$ cat src/rtl/pc_fetch_stage.sv
// pc_fetch_stage: instruction-fetch stage of the MIPS pipeline.
// Owns the PC, issues req/ack fetches to instruction memory and loads the
// IF/ID pipeline register under stall/redirect control from the hazard unit.
//
// Ports:
//   clk, rst_n       clock (rising edge), asynchronous active-low reset
//   next_pc          next PC from the PC-select mux
//   redirect         PC-select mux sel: load next_pc and flush
//   stall            hazard unit: hold IF/ID and PC
//   pc               current fetch PC
//   pc_plus4         pc + 4 (combinational), to mux inp1
//   imem_req         instruction memory request
//   imem_addr        request address, stable while imem_req=1 until ack
//   imem_ack         memory returns imem_rdata this cycle
//   imem_rdata       instruction word
//   if_id_valid      IF/ID register holds a valid instruction
//   if_id_instr      fetched instruction
//   if_id_pc_plus4   address of fetched instruction + 4
module pc_fetch_stage #(
    parameter logic [31:0] RESET_PC = 32'h0000_0000
) (
    input  logic        clk,
    input  logic        rst_n,
    input  logic [31:0] next_pc,
    input  logic        redirect,
    input  logic        stall,
    output logic [31:0] pc,
    output logic [31:0] pc_plus4,
    output logic        imem_req,
    output logic [31:0] imem_addr,
    input  logic        imem_ack,
    input  logic [31:0] imem_rdata,
    output logic        if_id_valid,
    output logic [31:0] if_id_instr,
    output logic [31:0] if_id_pc_plus4
);

    localparam int unsigned XLEN = 32;

    typedef enum logic [1:0] {
        FETCH = 2'd0,
        HOLD  = 2'd1,
        DRAIN = 2'd2
    } state_e;

    state_e          state_q, state_d;
    logic [XLEN-1:0] pc_q, pc_d;
    logic [XLEN-1:0] req_addr_q, req_addr_d;
    logic            imem_req_q, imem_req_d;
    logic [XLEN-1:0] skid_instr_q, skid_instr_d;
    logic [XLEN-1:0] skid_pc4_q, skid_pc4_d;
    logic            if_valid_q, if_valid_d;
    logic [XLEN-1:0] if_instr_q, if_instr_d;
    logic [XLEN-1:0] if_pc4_q, if_pc4_d;
    logic            ack_eff;

    // An ack only counts against a request actually on the bus; a stray ack
    // in the first cycle after reset is dropped.
    assign ack_eff = imem_ack & imem_req_q;

    // Next-state, PC, skid and IF/ID update.
    always_comb begin
        state_d      = state_q;
        pc_d         = pc_q;
        skid_instr_d = skid_instr_q;
        skid_pc4_d   = skid_pc4_q;
        if_valid_d   = if_valid_q;
        if_instr_d   = if_instr_q;
        if_pc4_d     = if_pc4_q;

        unique case (state_q)
            FETCH: begin
                if (redirect) begin
                    pc_d         = next_pc;
                    if_valid_d   = 1'b0;
                    skid_instr_d = '0;
                    skid_pc4_d   = '0;
                    // An unanswered request must be drained before refetching.
                    state_d      = (imem_req_q && !imem_ack) ? DRAIN : FETCH;
                end else if (ack_eff) begin
                    if (stall) begin
                        skid_instr_d = imem_rdata;
                        skid_pc4_d   = req_addr_q + XLEN'(4);
                        state_d      = HOLD;
                    end else begin
                        if_valid_d = 1'b1;
                        if_instr_d = imem_rdata;
                        if_pc4_d   = req_addr_q + XLEN'(4);
                        pc_d       = next_pc;
                    end
                end else if (!stall) begin
                    if_valid_d = 1'b0;
                end
            end
            HOLD: begin
                if (redirect) begin
                    pc_d         = next_pc;
                    if_valid_d   = 1'b0;
                    skid_instr_d = '0;
                    skid_pc4_d   = '0;
                    state_d      = FETCH;
                end else if (!stall) begin
                    if_valid_d = 1'b1;
                    if_instr_d = skid_instr_q;
                    if_pc4_d   = skid_pc4_q;
                    pc_d       = next_pc;
                    state_d    = FETCH;
                end
            end
            DRAIN: begin
                if (redirect) begin
                    pc_d         = next_pc;
                    skid_instr_d = '0;
                    skid_pc4_d   = '0;
                end
                if (redirect || !stall) begin
                    if_valid_d = 1'b0;
                end
                if (ack_eff) begin
                    state_d = FETCH;
                end
            end
            default: begin
                state_d = FETCH;
            end
        endcase
    end

    // Request address follows pc whenever fetching, frozen while draining.
    always_comb begin
        req_addr_d = (state_d == FETCH) ? pc_d : req_addr_q;
        imem_req_d = (state_d != HOLD);
    end

    // State and datapath registers.
    always_ff @(posedge clk or negedge rst_n) begin
        if (!rst_n) begin
            state_q      <= FETCH;
            pc_q         <= RESET_PC;
            req_addr_q   <= RESET_PC;
            imem_req_q   <= 1'b0;
            skid_instr_q <= '0;
            skid_pc4_q   <= '0;
            if_valid_q   <= 1'b0;
            if_instr_q   <= '0;
            if_pc4_q     <= '0;
        end else begin
            state_q      <= state_d;
            pc_q         <= pc_d;
            req_addr_q   <= req_addr_d;
            imem_req_q   <= imem_req_d;
            skid_instr_q <= skid_instr_d;
            skid_pc4_q   <= skid_pc4_d;
            if_valid_q   <= if_valid_d;
            if_instr_q   <= if_instr_d;
            if_pc4_q     <= if_pc4_d;
        end
    end

    assign pc             = pc_q;
    assign pc_plus4       = pc_q + XLEN'(4);
    assign imem_req       = imem_req_q;
    assign imem_addr      = req_addr_q;
    assign if_id_valid    = if_valid_q;
    assign if_id_instr    = if_instr_q;
    assign if_id_pc_plus4 = if_pc4_q;

endmodule

$ cat config.mk
export PLATFORM = sky130hd
export DESIGN_NAME = pc_fetch_stage
export DESIGN_NICKNAME = d
export VERILOG_FILES = /design/src/rtl/pc_fetch_stage.sv
export SDC_FILE = /design/constraint.sdc
export NUM_CORES = 1
export LEC_CHECK = 0
export ABC_AREA = 1
export CORE_ASPECT_RATIO = 1.25
export CORE_MARGIN = 3
export CORE_UTILIZATION = 35
export CTS_CLUSTER_SIZE = 25
export DETAILED_ROUTE_END_ITERATION = 10
export GPL_TIMING_DRIVEN = 1
export PLACE_DENSITY = 0.7
export SLEW_MARGIN = 20
export SYNTH_ARGS = -nofsm -noshare
export SYNTH_HDL_FRONTEND = slang
export SYNTH_SLANG_ARGS = --single-unit
$ cat constraint.sdc
create_clock -name clk -period 2.6 [get_ports clk]
set_clock_uncertainty 0.1 [all_clocks]
set_input_delay 0.26 -clock clk [delete_from_list [all_inputs] [get_ports clk]]
set_output_delay 0.26 -clock clk [all_outputs]
set_load 0.005 [all_outputs]
==> flow_summary.toml <==
[run_status]
status = "complete, no violations"

[synthesis]
syn_area_um2 = 10300
yosys_warnings = 0
yosys_most_used_dff = "dfrtp_1"
synthTopCellsByArea = "dfrtp_1 47%, nand2_1 17%, nor2_1 5.7%"
ys_types = 36
yosysMostFrequentCell = "nand2_1"
synth_common_cells = "465 x nand2_1, 196 x dfrtp_1, 156 x nor2_1"
yosysTopAreaCellShare = 0.474
synthArstFlopShare = 1.00
synth_area_per_cell_um2 = 7.59
ys_seq_area_frac = 0.474
yosysTopAreaCell = "dfrtp_1"
synth_edf_count = 0
synthesis.nets = 1438
synth_cells = 1363
ys_seq_elements = 196

[die]
die-area_um2 = 31700
floorplan.core_area_um2 = 28700
start_util = 0.360
die_x_um = 160
die-height_um = 198
io_pins = 231
num_rows = 69

[setup_path]
reg2reg_setup_slack_ns = 0.31
endpoint_kind = "output pin"
path_class = "reg2out"
worstPathArrival_ns = 2.17
crit_path_max_fanout = 5
r2r-start = "state_q[0]"
worstReg2RegEnd = "imem_addr[6]"
critPathRequiredTime_ns = 2.24
rr_worst_depth = 10
crit_path_start_kind = "register"

[hold_path]
hp-class = "in2async"

[pwr]
pwr-share-clk = 0.170
p_total_mw = 16.1
power.density_nw_per_um2 = 1130
ir_drop_v = 0.000616
switchingPower_mw = 6.45
swShare = 0.402
p_leak_nw = 6.90
p_int_mw = 9.61
combPwrFrac = 0.485
seqPwrFrac = 0.345

[clocking]
clk_path_buf_depth = 2
clock-sinks = 196
cts_root_buf = "clkbuf_16"
clk_pin_slew_ns = 0.08
cts_tree = "done"
cts_buffers = 17
insertion_delay_ns = 0.45
htreeDepth = 4

[cells_and_area]
diodes = 0
areaGrowthSynthToFinish_pct = 37.8
nets = 1696
design_area_um2 = 14300
final_layout_size_suffix_gt1_frac = 0.102
final_util = 0.496

[timing]
max_freq_mhz = 396
setup_viol_count_final = 0
max_slew.worst_pin.slew_ns = 0.824
worst_slack_ns = 0.0721
hold_ws_ns = 0.248
period_minus_slack_ns = 2.53
hold_violations = 0
drv_slew = 0
finalCritPeriodShare = 0.972
slew_headroom = 0.450

[detailed_routing]
routedWlPerCell_um = 16.7
route.vias.total = 10100
viasPerCell = 5.00
routed-wl-met3_mm = 2.16
drt_iter0_drc = 744
drc = 0
postRouteAntennaNets = 0
drt-total-wl_mm = 33.8
met1Wirelength_mm = 14.0
highest_layer = "met4"
wl_met2_mm = 16.7
dr.pass1.iters = 5

[global_route]
grtUsageTotal = 0.211
grt_pass1_vias = 9947
grt_pass1_wl_mm = 53.7
gr-total-overflow = 0
grt_max_degree = 78
antenna_found_initial = 0

[place]
place_area_um2 = 13300
gp_congestion = 0.937
post-place-ws_ns = 0.108
io_buffers = 230
dpl.hpwl_mm = 24.4

[run]
cap_violations = 0
-- sequential cells by signal (all words and copies together), names as in the netlist --
signal          count
if_id_instr        32
if_id_pc_plus4     32
imem_addr          32
pc                 32
skid_pc4_q         32
state_q             2
skid_instr_q       32
if_id_valid         1
imem_req            1
-- critical path, cell delays in order (launching register included) --
cell           delay [ns]
dfrtp_2              0.43
buf_4                0.13
nand2_2              0.09
nor3_1               0.19
nand2_1              0.14
nor2_2               0.13
buf_4                0.14
nand3_1              0.08
xor2_1               0.15
dlygate4sd2_1        0.26
-- per-layer routing --
| metal | vias to the layer above | global-route usage |
|---|---|---|
| met1 | 4791 | 0.265 |
| met4 | 0 | 0.0746 |
| met3 | 55 | 0.0444 |
| li1 | 4907 | - |
| met2 | 358 | 0.361 |
| met5 | - | 0 |
-- cell type report --
cell class	instances	area [um2]
clock buffers	19	443
repair buffers	299	2890
inverters	112	420
fillers	2755	14500
flip-flops and latches	196	4920
multi-input cells	995	4930
well taps	390	488
clock inverters	13	156
-- how the worst max path moves through the flow --
stage / start / to / slack, ns / cells past startpoint
after floorplan: state_q[1] / if_id_instr[19] / 0.69 / 11
after global placement: pc[2] / pc_plus4[18] / 0.15 / 9
after detailed placement: pc[2] / pc_plus4[18] / 0.11 / 9
after CTS: pc[7] / pc_plus4[14] / -0.03 / 6
after global routing: pc[7] / pc_plus4[17] / -0.03 / 7
final: pc[10] / pc_plus4[18] / 0.07 / 9
-- layout by cell type (no fill, tap or decap), types with 8 or more instances in the layout --
cell	n
nand2_1	459
clkdlybuf4s50_1	206
dfrtp_1	180
nor2_1	146
inv_1	101
o21ai_0	87
buf_4	61
nand3_1	57
o31ai_1	36
a22o_1	33
xor2_1	32
a21oi_1	29
a21boi_0	23
dlygate4sd2_1	18
clkbuf_16	17
o21ai_1	16
dfrtp_2	16
inv_2	10
nor2_2	8
nand2_2	8
-- cells by family after synthesis --
family          synth area share
simple gates               0.277
compound gates             0.142
fa+ha+maj                0.00726
flops                      0.474
xor+xnor                  0.0330
buf+inv                   0.0671
-- stage by stage --
stage / instances / setup TNS [ns]
2_1_floorplan: 1363 / 0
3_3_place_gp: 1964 / 0
3_5_place_dp: 1964 / 0
4_1_cts: 2008 / -0.0299
5_1_grt: 2024 / -0.0790
6_report: 2024 / 0
-- power by group through the flow --
stage / sequential [mW] / clock [mW] / combinational (mW)
after floorplan: 5.34 / 0 / 3.62
after global placement: 5.50 / 0 / 7.53
after detailed placement: 5.56 / 0 / 7.60
after CTS: 5.53 / 2.80 / 7.70
after global routing: 5.72 / 2.91 / 8.59
final: 5.54 / 2.73 / 7.79
-- repair_timing --
| item | 4_1_cts | 5_1_grt |
|---|---|---|
| pin swaps | 11 | 14 |
| cloned | 0 | 0 |
| setup buffers | 11 | 16 |
| gates resized for setup | 61 | 29 |
| hold endpoints to repair | 55 | 0 |
| endpoints found under the setup margin | 24 | 13 |
| hold buffers | 1 | 0 |
Power figures use the tool's default switching activity.
